<file path="src/rtl/traffic_sequencer.sv">
// ============================================================================
// Module   : traffic_sequencer
// Brief    : Tick-paced traffic-light step sequencer with night flashing mode
//            and optional pedestrian demand (macro PED_REQUEST_EN).
// Revision : 1.0 - initial release
// ============================================================================
`default_nettype none

module traffic_sequencer #(
    parameter int unsigned TICK_DIV = 50000000
) (
    input  logic       clk,
    input  logic       rst_n,
    input  logic       night,
    input  logic       ped_btn,
    output logic [4:0] state,
    output logic       tick,
    output logic       ped_wait
);

    localparam int unsigned     c_CW   = (TICK_DIV > 1) ? $clog2(TICK_DIV) : 1;
    localparam logic [c_CW-1:0] c_LAST = c_CW'(TICK_DIV - 1);

    localparam logic [4:0] c_ST_RESTART    = 5'd0;
    localparam logic [4:0] c_ST_CAR_LAST   = 5'd5;
    localparam logic [4:0] c_ST_CAR_YELLOW = 5'd6;
    localparam logic [4:0] c_ST_PED_GREEN  = 5'd7;
    localparam logic [4:0] c_ST_PED_LAST   = 5'd15;
    localparam logic [4:0] c_ST_NIGHT_ON   = 5'd16;
    localparam logic [4:0] c_ST_NIGHT_OFF  = 5'd17;

    logic [c_CW-1:0] cnt_q, cnt_d;
    logic [4:0]      state_q, state_d, state_nxt;
    logic            tick_q, tick_d;
    logic            ped_wait_q, ped_wait_d;

    always_comb begin
        cnt_d  = (cnt_q == c_LAST) ? '0 : cnt_q + c_CW'(1);
        tick_d = (cnt_d == c_LAST);
    end

    // Step function applied only on tick edges; ped phases 7..14 ignore night.
    always_comb begin
        state_nxt = c_ST_RESTART;
        if (state_q == c_ST_NIGHT_ON) begin
            state_nxt = night ? c_ST_NIGHT_OFF : c_ST_RESTART;
        end else if (state_q == c_ST_NIGHT_OFF) begin
            state_nxt = night ? c_ST_NIGHT_ON : c_ST_RESTART;
        end else if (state_q > c_ST_NIGHT_OFF) begin
            state_nxt = c_ST_RESTART;
        end else if (night && ((state_q <= c_ST_CAR_YELLOW) || (state_q == c_ST_PED_LAST))) begin
            state_nxt = c_ST_NIGHT_ON;
        end else if (state_q == c_ST_PED_LAST) begin
            state_nxt = c_ST_RESTART;
`ifdef PED_REQUEST_EN
        end else if ((state_q == c_ST_CAR_LAST) && !ped_wait_q) begin
            state_nxt = c_ST_CAR_LAST;
`endif
        end else begin
            state_nxt = state_q + 5'd1;
        end
        state_d = tick_q ? state_nxt : state_q;
    end

`ifdef PED_REQUEST_EN
    // Entering the crossing serves any pending press, including one this edge.
    always_comb begin
        ped_wait_d = ped_wait_q;
        if (tick_q && (state_nxt == c_ST_PED_GREEN)) begin
            ped_wait_d = 1'b0;
        end else if (ped_btn) begin
            ped_wait_d = 1'b1;
        end
    end
`else
    logic w_unused_ped_btn;
    assign w_unused_ped_btn = ped_btn;

    always_comb begin
        ped_wait_d = 1'b0;
    end
`endif

    always_ff @(posedge clk or negedge rst_n) begin
        if (!rst_n) begin
            cnt_q      <= '0;
            state_q    <= c_ST_RESTART;
            tick_q     <= 1'b0;
            ped_wait_q <= 1'b0;
        end else begin
            cnt_q      <= cnt_d;
            state_q    <= state_d;
            tick_q     <= tick_d;
            ped_wait_q <= ped_wait_d;
        end
    end

    assign state    = state_q;
    assign tick     = tick_q;
    assign ped_wait = ped_wait_q;

endmodule

`default_nettype wire
</file>
<file path="config.mk">
export PLATFORM = sky130hd
export DESIGN_NAME = traffic_sequencer
export DESIGN_NICKNAME = d
export VERILOG_FILES = /design/src/rtl/traffic_sequencer.sv
export SDC_FILE = /design/constraint.sdc
export NUM_CORES = 1
export LEC_CHECK = 0
export BUFFER_PORTS_ARGS = -buffer_cell sky130_fd_sc_hd__buf_4
export CORE_MARGIN = 5
export CORE_UTILIZATION = 54
export CTS_CLUSTER_SIZE = 8
export DETAILED_ROUTE_END_ITERATION = 8
export MAX_ROUTING_LAYER = met4
export PLACE_DENSITY = 0.73
export SYNTH_ARGS = -nofsm -noshare
export SYNTH_HDL_FRONTEND = slang
export SYNTH_SLANG_ARGS = --single-unit
</file>
<file path="constraint.sdc">
create_clock -name clk -period 2 [get_ports clk]
set_input_delay 0.4 -clock clk [delete_from_list [all_inputs] [get_ports clk]]
set_output_delay 0.4 -clock clk [all_outputs]
set_load 0.01 [all_outputs]
</file>
**After elaboration in Yosys (flattened, before gate mapping)**

Cells that the tools add are included.

- Add/sub/neg operators: 2
- $lt $le $gt $ge: 2
- Equality and inequality tests: 5
- Multiplexer cells: 8
- Reduce and logical (&&, ||, !) cells: 2

Operators by type and width:

| operator | number |
|---|---|
| $eq A26 B26 Y1 const B | 2 |
| $mux W5 | 7 |
| $add A26 B1 Y26 const B | 1 |
| $mux W26 | 1 |
| $eq A5 B5 Y1 const B | 2 |
| $add A5 B1 Y5 const B | 1 |
| $eq A5 B4 Y1 const B | 1 |
| $gt A5 B5 Y1 const B | 1 |
| $le A5 B3 Y1 const B | 1 |
| $logic_and A1 B1 Y1 | 1 |
| $logic_or A1 B1 Y1 | 1 |

- Bits in registers: 32
- Input bits: 4
- Output and inout port bits: 7
- Word-level logic and storage cells: 22

**Longest topological paths before layout**

- Word-level depth: 7
- Mapped depth: 7
- Depth with buffers taken out: 7

**Worst setup path before layout**

Ideal clock, no wire load.

- Path type: register to register
- Start point: register cnt_q[10]
- End point: register cnt_q[13]
- Setup time: 0.122 ns
- Arrival time: 1.878 ns
- Data required time: 1.878 ns
- Path slack: 0.001 ns
- Cell stages (with the launch flop): 7
- Buffers on the path: 2
- Clock period less this slack: 1.999 ns
- Path through: dfrtp_1 -> buf_6 -> or4_1 -> or4_4 -> nor4_4 -> buf_6 -> nor2_1

- Longest elaborated chain between the ends: 2
- Elaborated cells on any way between the ends: 3
- Classes of those cells: add/sub: 1; eq/ne: 1; mux: 1

RTL lines:

| what | RTL line | RTL |
|---|---|---|
| start, declared | 32 | `logic [c_CW-1:0] cnt_q, cnt_d;` |
| start signal, assigned | 91 | `cnt_q <= cnt_d;` |
| $add A26 B1 Y26 or $eq A26 B26 Y1 (tied branches) | 38 | `cnt_d = (cnt_q == c_LAST) ? '0 : cnt_q + c_CW'(1);` |
| $mux W26 (*) | 38 |  |
| net cnt_d[13] | 32 |  |

Mark *: on every way through the listed nets, which the timed path passes. The rest lies on a longest branch.
A chain may end at the register's enable or synchronous reset.

**Worst setup path in the final report**

- Start point: register cnt_q[16]
- End point: register tick_q, in the netlist tick

- Longest elaborated chain between the ends: 3
- Elaborated cells on any way between the ends: 4
- Classes of those cells: add/sub: 1; eq/ne: 2; mux: 1

RTL lines:

| what | RTL line | RTL |
|---|---|---|
| $add A26 B1 Y26 or $eq A26 B26 Y1 (tied branches) | 38 |  |
| $mux W26 (*) | 38 |  |
| net cnt_d[21] | 32 |  |
| $eq A26 B26 Y1 (*) | 39 | `tick_d = (cnt_d == c_LAST);` |
| net tick_d | 34 | `logic tick_q, tick_d;` |
| end signal, assigned | 93 | `tick_q <= tick_d;` |
| end, declared | 34 |  |

Marked as above.

==> results by group <==
Finish
  – Leading cell type in the layout, fill and taps excluded: sky130_fd_sc_hd__buf_4
  – Share of post-route cells with drive strength above 1: 0.258
  – Final antenna diode count: 0
  – Syn-to-layout area delta: 20.6%
  – Number of standard cells in the layout, taps in and fillers out: 282
  – Final-stage net count: 244
  – Highest-count cells in the layout ignoring fill and taps: 32 x sky130_fd_sc_hd__buf_4, 30 x sky130_fd_sc_hd__dfrtp_1, 21 x sky130_fd_sc_hd__nand2_1, 20 x sky130_fd_sc_hd__nor2_1, 18 x sky130_fd_sc_hd__xor2_1
  – Number of inserted filler cells in the final layout: 258
  – Finished layout cell area: 2310 um^2

Outcome
  – Violated checks: negative setup slack
  – Outcome: complete, but fails checks

STA
  – Post-route minimum period: 2070 ps
  – PnR worst setup slack: -65.9 ps
  – Fin Setup TNS: -393 ps
  – Maximum achievable frequency: 0.484 GHz
  – Setup-failing EPs final: 10
  – Setup repair after global routing missed its margin: yes
  – Max-slew violation count: 0
  – Clock skew: 15.5 ps
  – Period Utilization, post-route: 1.03
  – Worst hold slack across all endpoints: 371 ps
  – Hold violation total from the final report: 0

Setup path
  – Worst r2r dst: tick
  – Crit path arrival time: 2310 ps
  – Number of cells on the worst reg-to-reg path: 6
  – Nature of the critical path endpoint: flip-flop
  – RR Startpoint: cnt_q[16]
  – Type of the worst setup path: reg -> reg
  – Required time of the worst setup path: 2240 ps
  – Startpoint Class: flip-flop
  – Crit-path max FO: 3
  – Slack of the worst reg-to-reg path: -70 ps

Synth
  – Most used DFF post-synth: sky130_fd_sc_hd__dfrtp_1
  – Fraction of the yosys area taken by sequential cells: 0.418
  – Async set-or-reset flop fraction in the synthesized netlist: 1.00
  – Post-synth EDFFs: 0
  – Count of unique library cells instantiated by Yosys: 38
  – Synth Instances: 200
  – #FFs+latches synth: 32
  – Area share of the leading cell type in the synthesized netlist: 0.418
  – Synthesized cell area: 1910 um^2
  – Top cells by area in the synthesized netlist: sky130_fd_sc_hd__dfrtp_1 42%, sky130_fd_sc_hd__xor2_1 8.2%, sky130_fd_sc_hd__xnor2_1 4.6%
  – Post-Syn Area per Cell: 9.57 um^2
  – Cell accounting for the most synthesized area: sky130_fd_sc_hd__dfrtp_1
  – Net count after synthesis: 209
  – Yosys Warn Count: 0

Clocking
  – Clock latency on the worst-skew pair: 350 ps
  – TritonCTS clock tree: built
  – CTS H-tree lvls: 2
  – Number of buffers created by CTS: 5
  – Clock transition time at the flip-flop clock pins of the worst setup and hold paths: 100 ps
  – Clock sink total: 32
  – Clock tree buffer depth: 2
  – Clock root buffer: sky130_fd_sc_hd__clkbuf_4

Placed design
  – Placed cell area: 2160 um^2
  – Cell total after placement: 271
  – DP HPWL: 3070 um
  – # port buffers: 8
  – Routability Congestion: 0.897

GRT
  – Number of global-route vias before repair: 1665
  – Wire length of the first global-routing pass: 7560 um
  – Aggregate global routing overflow: 0
  – Number of antenna violations at the first check in global routing: 0
  – Overall routing resource usage: 0.200
  – Largest net degree at the start of global routing: 33

Min path
  – Launch point of the worst hold path: night
  – Min-delay worst type: in -> reg
  – Worst hold path stage count: 3
  – Hold endpoint: state[0]

Pwr
  – VDD IR-drop max: 0.388 mV
  – Leakage power of the design: 1.06 nW
  – Power density over the cells: 461 nW/um^2
  – Power, Total: 0.00107 W

Die
  – Floorplan row count: 21
  – Die Span X: 69.5 um
  – Die Height: 69.5 um
  – Area inside the core boundary: 3390 um^2
  – Initial cell density of the core: 0.565
  – Top-level I/O count: 11
  – Die ar.: 4840 um^2

Route
  – Routed wire length per instance: 15.0 um
  – TritonRoute pass-1 iters: 4
  – Via count: 1599
  – WL final: 4220 um
  – DRC violation total after the first TritonRoute iteration: 115
  – Number of design rule violations left after detail routing: 0
  – Antenna violation net count after detailed routing: 0
  – Vias per inst: 5.67

Flow run
  – Max_cap viols: 0
sequential cells by signal, indices dropped and copies added (netlist names):
name,cells
cnt_q,26
state,5
tick,1
timing repair:
item | CTS | global route
buffers inserted | 1 | 1
gates resized for setup | 5 | 12
setup endpoints to repair | 9 | 14
pin swaps | 5 | 1
hold endpoints to repair | 32 | 0
hold buffers | 1 | 0
worst max-delay path by stage:
| stage | startpoint | end | slack, ps |
|---|---|---|---|
| 2_1_floorplan | cnt_q[10] | cnt_q[13] | 0.7 |
| 3_3_place_gp | cnt_q[18] | tick | -20 |
| 3_5_place_dp | cnt_q[16] | tick | -10 |
| 4_1_cts | cnt_q[16] | tick | -50 |
| 5_1_grt | cnt_q[9] | tick | -120 |
| 6_report | cnt_q[16] | tick | -70 |
layout make-up:
| class | instances | area [um^2] | area share |
|---|---|---|---|
| clock buffer | 8 | 58.8 | 0.0255 |
| inverter | 6 | 22.5 | 0.00976 |
| multi-input combinational | 155 | 1090 | 0.474 |
| sequential | 32 | 803 | 0.348 |
| tap | 46 | 57.6 | 0.0249 |
| timing repair buffer | 35 | 273 | 0.118 |
layer usage:
layer,vias up,track usage,share of wire
met2,38,0.329,0.50
met4,0,0.0738,0.024
li1,774,-,-
met5,-,-,0
met3,11,0.0580,0.043
met1,776,0.230,0.43
report_power, final:
group	internal, W	switching (W)	total (W)	leakage, nW
Clock	0.000173	0.000227	0.000400	0.0326
Sequential	0.000646	0	0.000646	0.415
Combinational	0.00000405	0.0000144	0.0000184	0.616
Total	0.000824	0.000241	0.00107	1.06
per-stage QoR:
stage	setup WS [ps]	utilization
2_1_floorplan	0.739	-
3_3_place_gp	-19.0	0.638
3_5_place_dp	-12.2	0.638
4_1_cts	-45.0	0.664
5_1_grt	-125	0.681
6_report	-65.9	0.681
critical path, stage by stage, from the launching register on:
cell and delay, ps:
sky130_fd_sc_hd__dfrtp_1 400, sky130_fd_sc_hd__or4_1 510, sky130_fd_sc_hd__or4_4 450, sky130_fd_sc_hd__nor4_4 220, sky130_fd_sc_hd__buf_4 190, sky130_fd_sc_hd__nor2_2 40
sky130_fd_sc_hd__and4_1 150
logic make-up after synthesis:
kind of cell / Yosys count / synth area share
AO/OA/AOI/OAI: 15 / 0.0523
AND/OR/NAND/NOR: 102 / 0.308
adder cells (fa/ha/maj): 5 / 0.0327
XOR/XNOR: 28 / 0.128
buffers and inverters: 13 / 0.0379
flip-flops: 32 / 0.418
other: 1 / 0.00196
multiplexers: 4 / 0.0209
synth_stat cells (3+ instances only):
master	n
sky130_fd_sc_hd__and3_1	5
sky130_fd_sc_hd__nor4_1	7
sky130_fd_sc_hd__a21oi_1	4
sky130_fd_sc_hd__ha_1	5
sky130_fd_sc_hd__a31oi_1	3
sky130_fd_sc_hd__mux2i_1	4
sky130_fd_sc_hd__inv_1	6
sky130_fd_sc_hd__dfrtp_1	32
sky130_fd_sc_hd__nand4_1	7
sky130_fd_sc_hd__nor4_4	3
sky130_fd_sc_hd__nor2_1	23
sky130_fd_sc_hd__nand2_1	22
sky130_fd_sc_hd__xor2_1	18
sky130_fd_sc_hd__nor3_1	7
sky130_fd_sc_hd__xnor2_1	10
sky130_fd_sc_hd__nand3_1	14
Power figures use the tool's default switching activity.
